### src/rtl/spike_rate_decoder_pkg.sv
// Shared types, widths and the count-to-current saturation used by the spike rate decoder.
`timescale 1ns/1ps
package rate_decoder_pkg;

    typedef enum logic {
        IDLE  = 1'b0,
        COUNT = 1'b1
    } state_t;

    localparam int CUR_W = 8;
    localparam logic [CUR_W-1:0] SAT_MAX_DEFAULT = 8'h7F;

    // Widened to 16 bits so a shifted count cannot wrap before the clamp.
    function automatic logic [CUR_W-1:0] saturate_current(
        input logic [7:0]       count,
        input int unsigned      shift,
        input logic [CUR_W-1:0] sat_max
    );
        logic [15:0] wide;
        wide = {8'h00, count} << shift;
        if (wide > {8'h00, sat_max})
            return sat_max;
        return wide[CUR_W-1:0];
    endfunction

endpackage

### src/rtl/spike_rate_decoder_if.sv
// Decoded-current result channel: valid/ready with the current value as payload.
`timescale 1ns/1ps
interface spike_rate_decoder_if;
    import rate_decoder_pkg::*;

    logic [CUR_W-1:0] rate_out;
    logic             out_valid;
    logic             out_ready;

    modport master (output rate_out, output out_valid, input out_ready);
    modport slave  (input rate_out, input out_valid, output out_ready);

endinterface

### src/rtl/spike_rate_decoder_window_counter.sv
// Purpose: window FSM counting enabled spikes; flags the last window cycle (RATE_DECODE_LEAKY_EN carries half the count over).
// Latency: window_end/count_final are combinational in the last enabled window cycle.
// Backpressure: none; counting never stalls, enable=0 pauses the window.
`timescale 1ns/1ps
module spike_window_counter
    import rate_decoder_pkg::*;
(
    input  logic       clk,
    input  logic       reset,
    input  logic       enable,
    input  logic       spike_in,
    input  logic [7:0] window_len,
    output logic       busy,
    output logic       window_end,
    output logic [7:0] count_final
);

    state_t     state;
    logic [7:0] win_cnt;
    logic [7:0] count;
    logic [7:0] count_next;

    assign count_next  = (spike_in && count != 8'hFF) ? count + 8'd1 : count;
    assign window_end  = (state == COUNT) && enable && (win_cnt == 8'd1);
    assign count_final = count_next;

    always_ff @(posedge clk) begin
        if (reset) begin
            state   <= IDLE;
            win_cnt <= 8'd0;
            count   <= 8'd0;
            busy    <= 1'b0;
        end else begin
            case (state)
                IDLE: begin
                    if (enable && window_len != 8'd0) begin
                        state   <= COUNT;
                        busy    <= 1'b1;
                        win_cnt <= window_len;
                        count   <= 8'd0;
                    end
                end
                COUNT: begin
                    if (enable) begin
                        if (win_cnt == 8'd1) begin
                            if (window_len != 8'd0) begin
                                // Back-to-back window: no gap cycle.
                                win_cnt <= window_len;
`ifdef RATE_DECODE_LEAKY_EN
                                count   <= count_next >> 1;
`else
                                count   <= 8'd0;
`endif
                            end else begin
                                state   <= IDLE;
                                busy    <= 1'b0;
                                win_cnt <= 8'd0;
                                count   <= 8'd0;
                            end
                        end else begin
                            win_cnt <= win_cnt - 8'd1;
                            count   <= count_next;
                        end
                    end
                end
                default: begin
                    state <= IDLE;
                    busy  <= 1'b0;
                end
            endcase
        end
    end

endmodule

### src/rtl/spike_rate_decoder.sv
// Purpose: decodes spike rate over a programmable window into a saturated 8-bit current (RATE_DECODE_LEAKY_EN: leaky estimate).
// Latency: result valid one cycle after the last enabled window cycle.
// Backpressure: source is never stalled; an unconsumed result is overwritten and sticky overrun sets.
`timescale 1ns/1ps
module spike_rate_decoder
    import rate_decoder_pkg::*;
#(
    parameter int unsigned      GAIN_SHIFT = 0,
    parameter logic [CUR_W-1:0] SAT_MAX    = SAT_MAX_DEFAULT
) (
    input  logic                        clk,
    input  logic                        reset,
    input  logic                        enable,
    input  logic                        spike_in,
    input  logic [7:0]                  window_len,
    spike_rate_decoder_if.master        out_bus,
    output logic                        overrun,
    output logic                        busy
);

    logic             window_end;
    logic [7:0]       count_final;
    logic [CUR_W-1:0] rate_q;
    logic             valid_q;

    spike_window_counter u_counter (
        .clk        (clk),
        .reset      (reset),
        .enable     (enable),
        .spike_in   (spike_in),
        .window_len (window_len),
        .busy       (busy),
        .window_end (window_end),
        .count_final(count_final)
    );

    always_ff @(posedge clk) begin
        if (reset) begin
            rate_q  <= '0;
            valid_q <= 1'b0;
            overrun <= 1'b0;
        end else if (window_end) begin
            rate_q  <= saturate_current(count_final, GAIN_SHIFT, SAT_MAX);
            valid_q <= 1'b1;
            // A coincident transfer consumes the old value, so only a stalled one counts as lost.
            if (valid_q && !out_bus.out_ready)
                overrun <= 1'b1;
        end else if (valid_q && out_bus.out_ready) begin
            valid_q <= 1'b0;
        end
    end

    assign out_bus.rate_out  = rate_q;
    assign out_bus.out_valid = valid_q;

endmodule

### src/flat_wrapper.sv
// flat-port wrapper written by rule: the top's interface ports become plain ports
module spike_rate_decoder_flat import rate_decoder_pkg::*;
#(
    parameter int unsigned      GAIN_SHIFT = 0,
    parameter logic [CUR_W-1:0] SAT_MAX    = SAT_MAX_DEFAULT
)
  (clk, reset, enable, spike_in, window_len, overrun, busy, out_bus_rate_out, out_bus_out_valid, out_bus_out_ready);
  spike_rate_decoder_if out_bus_i ();
  input  logic clk;
  input  logic reset;
  input  logic enable;
  input  logic spike_in;
  input  logic [7:0] window_len;
  output logic overrun;
  output logic busy;
  output wire logic [$bits(out_bus_i.rate_out)-1:0] out_bus_rate_out;
  output wire logic [$bits(out_bus_i.out_valid)-1:0] out_bus_out_valid;
  input wire logic [$bits(out_bus_i.out_ready)-1:0] out_bus_out_ready;
  assign out_bus_rate_out = out_bus_i.rate_out;
  assign out_bus_out_valid = out_bus_i.out_valid;
  assign out_bus_i.out_ready = out_bus_out_ready;
  spike_rate_decoder #(.GAIN_SHIFT(GAIN_SHIFT), .SAT_MAX(SAT_MAX)) u_core (.clk(clk), .reset(reset), .enable(enable), .spike_in(spike_in), .window_len(window_len), .out_bus(out_bus_i), .overrun(overrun), .busy(busy));
endmodule
### config.mk
export PLATFORM = sky130hd
export DESIGN_NAME = spike_rate_decoder_flat
export DESIGN_NICKNAME = d
export VERILOG_FILES = /design/src/rtl/spike_rate_decoder_pkg.sv /design/src/rtl/spike_rate_decoder_if.sv /design/src/rtl/spike_rate_decoder_window_counter.sv /design/src/rtl/spike_rate_decoder.sv /design/src/flat_wrapper.sv
export SDC_FILE = /design/constraint.sdc
export NUM_CORES = 1
export LEC_CHECK = 0
export CAP_MARGIN = 30
export CORE_ASPECT_RATIO = 0.75
export CORE_MARGIN = 2
export CORE_UTILIZATION = 50
export CTS_BUF_LIST = sky130_fd_sc_hd__clkbuf_2
export CTS_CLUSTER_SIZE = 8
export DETAILED_ROUTE_END_ITERATION = 7
export GPL_ROUTABILITY_DRIVEN = 0
export HOLD_SLACK_MARGIN = 0.05
export PLACE_DENSITY = 0.74
export SYNTH_ARGS = -nofsm -noshare
export SYNTH_HDL_FRONTEND = slang
export SYNTH_SLANG_ARGS = --single-unit
### constraint.sdc
create_clock -name clk -period 2.8 [get_ports clk]
set_input_delay 0.84 -clock clk [delete_from_list [all_inputs] [get_ports clk]]
set_output_delay 0.84 -clock clk [all_outputs]
set_load 0.01 [all_outputs]
==> Yosys cells after proc, flatten, opt, wreduce, memory -nomap -nowiden <==
Index checks and enable logic that the tools add are counted.
{ "classes": {"addsub": 2, "magnitude_cmp": 1, "eq_ne": 6, "n_mux": 27, "bitwise": 1, "reduce_logical": 12} }
{ "op_table": {"columns": ["cell", "n"], "rows": [
  ["$mux 8", 10],
  ["$pmux 8 s2", 2],
  ["$mux 1", 13],
  ["$add 8x1->8 const B", 1],
  ["$eq 8x1->1 const B", 1],
  ["$gt 8x7->1 const B", 1],
  ["$ne 8x8->1 const B", 1],
  ["$reduce_bool 8->1", 1],
  ["$sub 8x1->8 const B", 1],
  ["$logic_and 1x1->1", 6],
  ["$ne 2x2->1 const B", 3],
  ["$pmux 1 s2", 2],
  ["$reduce_and 2->1", 2],
  ["$reduce_and 4->1", 1],
  ["$ne 2x1->1 const B", 1],
  ["$reduce_bool 2->1", 1],
  ["$logic_not 1->1", 1],
  ["$not 1->1", 1]
]} }
{ "totals": {"reg_bits": 28, "input_bits": 13, "out_inout_bits": 11, "elab_cells": 56} }

==> Logic depth before layout (Yosys ltp) <==
{ "depth": {"word_depth": 8, "mapped_depth": 7, "ltp_nobuf": 6} }

==> By module <==
Synthesis repeated with hierarchy kept, for this count alone.
{ "unflattened": {"cells_unflattened": 202, "hier_area_um2": 1729.2} }
{ "modules_own_cells": {"columns": ["module", "n_inst", "cells_per_inst", "area_per_inst_um2", "seq_area_each_um2"], "rows": [
  ["spike_window_counter", 1, 162, 1336.3, 360.3],
  ["spike_rate_decoder", 1, 40, 392.9, 200.2]
]} }

==> Least setup slack after synthesis <==
Ideal clock, no wire load.
{ "synth_path": {"path_type": "input-to-reg", "startpoint": "in window_len[4]", "endpoint": "reg u_core.u_counter.busy", "setup_ns": 0.134, "arrival_time_ns": 2.079, "t_required_ns": 2.666, "setup_slack_ns": 0.587, "path_stages": 4, "n_path_buf": 0, "path_cell_list": "or4_4 > or3_2 > o21ai_0 > a221oi_1"} }
{ "synth_between": {"elab_chain_len": 4, "word_cells_on_any_way": 5, "cone_classes": "eq/ne (2); reduce/logical (3)"} }
{ "synth_lines": {"columns": ["element", "line", "source"], "rows": [
  ["start: declaration", "flat_wrapper.sv:13", "input logic [7:0] window_len;"],
  ["$reduce_bool 8->1 (*)", "spike_rate_decoder_window_counter.sv:36, spike_rate_decoder_window_counter.sv:46", null],
  ["$logic_and 1x1->1", "spike_rate_decoder_window_counter.sv:36", "if (enable && window_len != 8'd0) begin"],
  ["$ne 2x2->1 (no line)", null, null],
  ["$reduce_and 4->1 (no line) (*)", null, null],
  ["end signal: assignment", "spike_rate_decoder_window_counter.sv:32", "busy <= 1'b0;"],
  ["end signal: assignment", "spike_rate_decoder_window_counter.sv:38", "busy <= 1'b1;"],
  ["end signal: assignment", "spike_rate_decoder_window_counter.sv:56", "busy <= 1'b0;"],
  ["end: declaration", "spike_rate_decoder_window_counter.sv:13", "output logic busy,"]
]} }
Every way passes the cells marked *; elsewhere a longest branch is shown, timed or not.
A chain may end at the register's enable or synchronous reset.

==> Worst setup path after layout <==
{ "layout_path": {"startpoint": "in window_len[4]", "endpoint": "reg u_core.u_counter.count[0]"} }
{ "layout_between": {"elab_chain_len": 4} }
{ "layout_lines": {"columns": ["element", "line", "source"], "rows": [
  ["$reduce_bool 8->1", "spike_rate_decoder_window_counter.sv:36", null],
  ["$logic_and 1x1->1", "spike_rate_decoder_window_counter.sv:36", null],
  ["$ne 2x2->1 (no line)", null, null],
  ["$reduce_and 2->1 (no line)", null, null],
  ["end signal: assignment", "spike_rate_decoder_window_counter.sv:62", "count <= count_next;"],
  ["end: declaration", "spike_rate_decoder_window_counter.sv:20", "logic [7:0] count;"]
]} }
No other way between the ends.

==> impl_metrics.sql <==
INSERT INTO impl_metrics (metric_group, metric, value, unit) VALUES
('floorplan', 'placeableCoreArea', '3220', 'um^2'),
('final_layout', 'area_delta_synth_final', '18.6', '%'),
('power_and_ir_drop', 'p_leak', '0.646', 'nW'),
('clock_tree', 'cts_tree', 'done', ''),
('final_layout', 'layout.filler_cells', '282', ''),
('grt', 'grt_pass1_vias', '1338', ''),
('clock_tree', 'maximum_number_of_buffers_from_clock_root_to_sink', '2', ''),
('sta', 'grt_setup_unrepaired', 'false', ''),
('sta', 'timing.slew.headroom', '51.0', '%'),
('setup_path', 'cp.required', '3.10', 'ns'),
('final_layout', 'multiInputGateArea', '993', 'um^2'),
('setup_path', 'crit-reg2reg-launch', 'u_core.u_counter.win_cnt[1]', ''),
('route', 'via_per_inst', '6.31', ''),
('floorplan', 'chipHeight', '53.7', 'um'),
('logic_synthesis', 'synth_cells', '192', ''),
('logic_synthesis', 'number_of_warnings_issued_by_yosys', '0', ''),
('sta', 'max_slew.worst_pin.slew', '0.729', 'ns'),
('sta', 'layout_worst_path_cycle_share', '83.4', '%'),
('floorplan', 'chipWidth', '70.3', 'um'),
('setup_path', 'criticalPathCategory', 'in2reg', ''),
('clock_tree', 'numCtsBuffers', '3', ''),
('setup_path', 'crit_fanout', '9', ''),
('route', 'firstDrtPassIters', '4', ''),
('final_layout', 'post_route_cells_drive_above_1_share', '13.6', '%'),
('min_path', 'cells_on_worst_hold_path', '1', ''),
('sta', 'slew_violations', '0', ''),
('sta', 'finClkSkew', '0.0112', 'ns'),
('setup_path', 'start_kind', 'input pin', ''),
('clock_tree', 'cts.repair_timing.setup_buffer_count', '0', ''),
('setup_path', 'r2r_end', 'u_core.u_counter.win_cnt[6]', ''),
('min_path', 'timing.hold.worst_endpoint', 'u_core.out_bus.rate_out[7]', ''),
('clock_tree', 'insertion_delay', '0.35', 'ns'),
('route', 'drt_first_iter_violations', '93', ''),
('min_path', 'holdCritPathClass', 'reg2reg', ''),
('grt', 'grt_antenna_before_repair', '0', ''),
('final_layout', 'fin_nets', '231', ''),
('grt', 'pin_count_of_the_biggest_net_entering_global_routing', '26', ''),
('clock_tree', 'tritoncts_num_sinks', '28', ''),
('logic_synthesis', 'synth.net_count', '208', ''),
('route', 'postRouteAntennaNets', '0', ''),
('floorplan', 'placementRows', '18', ''),
('final_layout', 'num_antenna_cells', '0', ''),
('grt', 'gr-total-overflow', '0', ''),
('sta', 'setup-violations-final', '0', ''),
('floorplan', 'initial_cell_density_of_the_core', '51.2', '%'),
('setup_path', 'worst-r2r-setup-slack', '0.61', 'ns'),
('route', 'post-route-drc-count', '0', ''),
('route', 'routed_wl', '3840', 'um'),
('power_and_ir_drop', 'power.density_cell_area', '434', 'nW/um^2'),
('run', 'max_cap_violations', '0', ''),
('floorplan', 'ioPinCount', '24', ''),
('route', 'detail_route.wl_per_cell', '15.1', 'um'),
('setup_path', 'timing.reg2reg.worst_path_depth', '6', ''),
('clock_tree', 'ctsResizeCount', '0', ''),
('final_layout', 'area.sequential', '561', 'um^2'),
('sta', 'max_clock_freq', '428', 'MHz'),
('power_and_ir_drop', 'max_rail_drop_vdd', '0.000353', 'V'),
('clock_tree', 'clock_tree.htree_level_count', '1', ''),
('setup_path', 'critPathCaptureType', 'flip-flop', ''),
('logic_synthesis', 'ys_ff_latch', '28', ''),
('route', 'vias', '1604', ''),
('grt', 'wire_length_of_the_first_global_routing_pass', '6020', 'um'),
('power_and_ir_drop', 'totalPowerFinal', '0.848', 'mW'),
('logic_synthesis', 'seq_area_frac_synth', '34.0', '%'),
('placed_design', 'place.port_buffers', '23', ''),
('logic_synthesis', 'number_of_enable_type_register_cells_in_the_synthesized_netlist', '0', ''),
('floorplan', 'dieArea', '3780', 'um^2'),
('grt', 'gr-usage-all-layers', '20.2', '%'),
('clock_tree', 'path_clk_slew', '0.25', 'ns'),
('min_path', 'min_from', 'u_core.out_bus.rate_out[7]', ''),
('logic_synthesis', 'count_of_different_cell_masters_after_synthesis', '50', ''),
('clock_tree', 'clock_root_buffer', 'sky130_fd_sc_hd__clkbuf_2', ''),
('logic_synthesis', 'avgSynthCellArea', '8.58', 'um^2'),
('placed_design', 'dpl.hpwl', '2880', 'um'),
('sta', 'fin_tns_setup', '0', 'ns'),
('sta', 'timing_hold_violations_final', '0', ''),
('sta', 'post-route-min-period', '2.33', 'ns'),
('logic_synthesis', 'asyncSetResetFlopFracSynth', '0', '%'),
('logic_synthesis', 'synth_top_flop_cell', 'sky130_fd_sc_hd__dfxtp_1', ''),
('setup_path', 'worst-endpoint-arrival', '2.64', 'ns'),
('status', 'run_status', 'completed', ''),
('logic_synthesis', 'synthesis.area', '1650', 'um^2'),
('clock_tree', 'post_cts_hold_buffer_count', '0', '');
-- cells in the mapped netlist (2+ instances only) --
cell type | n | area share (%)
sky130_fd_sc_hd__a31o_2 | 2 | 1.1
sky130_fd_sc_hd__nand3_1 | 6 | 1.8
sky130_fd_sc_hd__nor3b_1 | 3 | 1.4
sky130_fd_sc_hd__nor3_1 | 2 | 0.61
sky130_fd_sc_hd__nor2b_1 | 4 | 1.5
sky130_fd_sc_hd__o32ai_1 | 5 | 2.7
sky130_fd_sc_hd__clkbuf_1 | 8 | 1.8
sky130_fd_sc_hd__nand2b_1 | 5 | 1.9
sky130_fd_sc_hd__nand4_1 | 7 | 2.7
sky130_fd_sc_hd__o21bai_1 | 2 | 0.91
sky130_fd_sc_hd__or2b_2 | 2 | 1.1
sky130_fd_sc_hd__a311oi_1 | 6 | 3.2
sky130_fd_sc_hd__o21ai_0 | 8 | 2.4
sky130_fd_sc_hd__a211oi_1 | 4 | 1.8
sky130_fd_sc_hd__xnor2_1 | 2 | 1.1
sky130_fd_sc_hd__nand2_1 | 13 | 3.0
sky130_fd_sc_hd__and4_1 | 4 | 2.1
sky130_fd_sc_hd__or3_2 | 2 | 0.91
sky130_fd_sc_hd__dfxtp_1 | 28 | 34
sky130_fd_sc_hd__a21boi_0 | 2 | 0.91
sky130_fd_sc_hd__buf_6 | 2 | 1.4
sky130_fd_sc_hd__ha_1 | 3 | 2.3
sky130_fd_sc_hd__o211ai_1 | 3 | 1.4
sky130_fd_sc_hd__a31oi_1 | 4 | 1.5
sky130_fd_sc_hd__or4_4 | 3 | 2.0
sky130_fd_sc_hd__nor2_1 | 12 | 2.7
sky130_fd_sc_hd__a32oi_1 | 4 | 2.1
sky130_fd_sc_hd__a221oi_1 | 2 | 1.1
sky130_fd_sc_hd__inv_1 | 6 | 1.4
sky130_fd_sc_hd__a21oi_1 | 18 | 5.5
-- area by class of cell --
class	instances	area share, %
tap	40	2.56
clock buffer	3	0.768
multi-input combinational	146	50.8
sequential	28	28.7
timing repair buffer	30	14.5
clock inverter	1	1.54
inverter	6	1.15
-- critical path, stage by stage --
cell and delay (ns):
sky130_fd_sc_hd__clkdlybuf4s50_1 0.44, sky130_fd_sc_hd__or4_4 0.58, sky130_fd_sc_hd__o31ai_4 0.27, sky130_fd_sc_hd__buf_4 0.22
sky130_fd_sc_hd__a21oi_1 0.06, sky130_fd_sc_hd__a211oi_1 0.22
-- state kept, by name, summed over array words and instances (netlist names) --
name and cells:
u_core.out_bus.out_valid 1, u_core.out_bus.rate_out 8, u_core.overrun 1, u_core.u_counter.busy 1, u_core.u_counter.count 8, u_core.u_counter.state 1, u_core.u_counter.win_cnt 8
-- layer usage --
metal  share of wire, %  up-vias  routed length (um)  track usage [%]
met2                 45       65                1720             33.3
met4               0.31        0                  12             2.88
met1                 47      748                1820             27.6
li1                   -      789                   -                -
met3                7.3        2                 280             5.24
met5                  0        -                   0                0
-- logic make-up after synthesis --
group                      share of synthesized area [%]
adders and majority gates                           2.28
muxes                                              0.607
xor gates and xnor gates                            1.59
AOI/OAI and AO/OA                                   30.5
DFF                                                 34.0
buffers and inverters                               5.69
and+or+nand+nor                                     25.3
-- through the flow --
step / hold WS, ns / cell area [um^2] / utilization (%) / cells / setup WS (ns)
after global placement: 0.446 / 1910 / 59.3 / 250 / 0.0895
after detailed placement: 0.469 / 1910 / 59.3 / 250 / 0.0653
final: 0.493 / 1950 / 60.7 / 254 / 0.465
after CTS: 0.501 / 1950 / 60.7 / 254 / 0.482
after floorplan: 0.482 / 1650 / - / 192 / 0.587
after global routing: 0.519 / 1950 / 60.7 / 254 / 0.413
-- worst max path at each step --
| stage | start | end | slack (ns) | cells past startpoint |
|---|---|---|---|---|
| after floorplan | window_len[4] | u_core.u_counter.busy | 0.59 | 4 |
| after global placement | window_len[4] | u_core.u_counter.busy | 0.09 | 5 |
| after detailed placement | window_len[4] | u_core.u_counter.busy | 0.07 | 5 |
| after CTS | window_len[4] | u_core.u_counter.count[0] | 0.48 | 6 |
| after global routing | window_len[4] | u_core.u_counter.busy | 0.41 | 5 |
| final | window_len[4] | u_core.u_counter.count[0] | 0.47 | 6 |
-- layout by cell type (no fill, tap or decap), types with 2 or more instances in the layout --
cell type and count:
sky130_fd_sc_hd__or3_2 2, sky130_fd_sc_hd__a31o_2 2, sky130_fd_sc_hd__a21oi_1 18, sky130_fd_sc_hd__a32oi_1 4, sky130_fd_sc_hd__a21boi_0 2, sky130_fd_sc_hd__nand4_1 7
sky130_fd_sc_hd__o21bai_1 2, sky130_fd_sc_hd__nor3_1 2, sky130_fd_sc_hd__a31oi_1 4, sky130_fd_sc_hd__dfxtp_1 28, sky130_fd_sc_hd__or2b_2 2, sky130_fd_sc_hd__or4_4 3
sky130_fd_sc_hd__a211oi_1 4, sky130_fd_sc_hd__clkbuf_2 3, sky130_fd_sc_hd__nand2_1 13, sky130_fd_sc_hd__nand2b_1 5, sky130_fd_sc_hd__nor2_1 12, sky130_fd_sc_hd__o211ai_1 3
sky130_fd_sc_hd__clkdlybuf4s50_1 23, sky130_fd_sc_hd__inv_1 6, sky130_fd_sc_hd__buf_4 7, sky130_fd_sc_hd__o21ai_0 8, sky130_fd_sc_hd__nor3b_1 3, sky130_fd_sc_hd__nand3_1 6
sky130_fd_sc_hd__o32ai_1 5, sky130_fd_sc_hd__nor2b_1 4, sky130_fd_sc_hd__ha_1 3, sky130_fd_sc_hd__a311oi_1 6, sky130_fd_sc_hd__and4_1 4, sky130_fd_sc_hd__xnor2_1 2
sky130_fd_sc_hd__a221oi_1 2
-- report_power, final --
part / internal (mW) / total, mW / switching [mW]
sequential: 0.416 / 0.438 / 0.0224
clock: 0.123 / 0.237 / 0.114
combinational: 0.0823 / 0.173 / 0.0905
total: 0.621 / 0.848 / 0.227
Note: power is estimated with default switching activity, not from simulation.
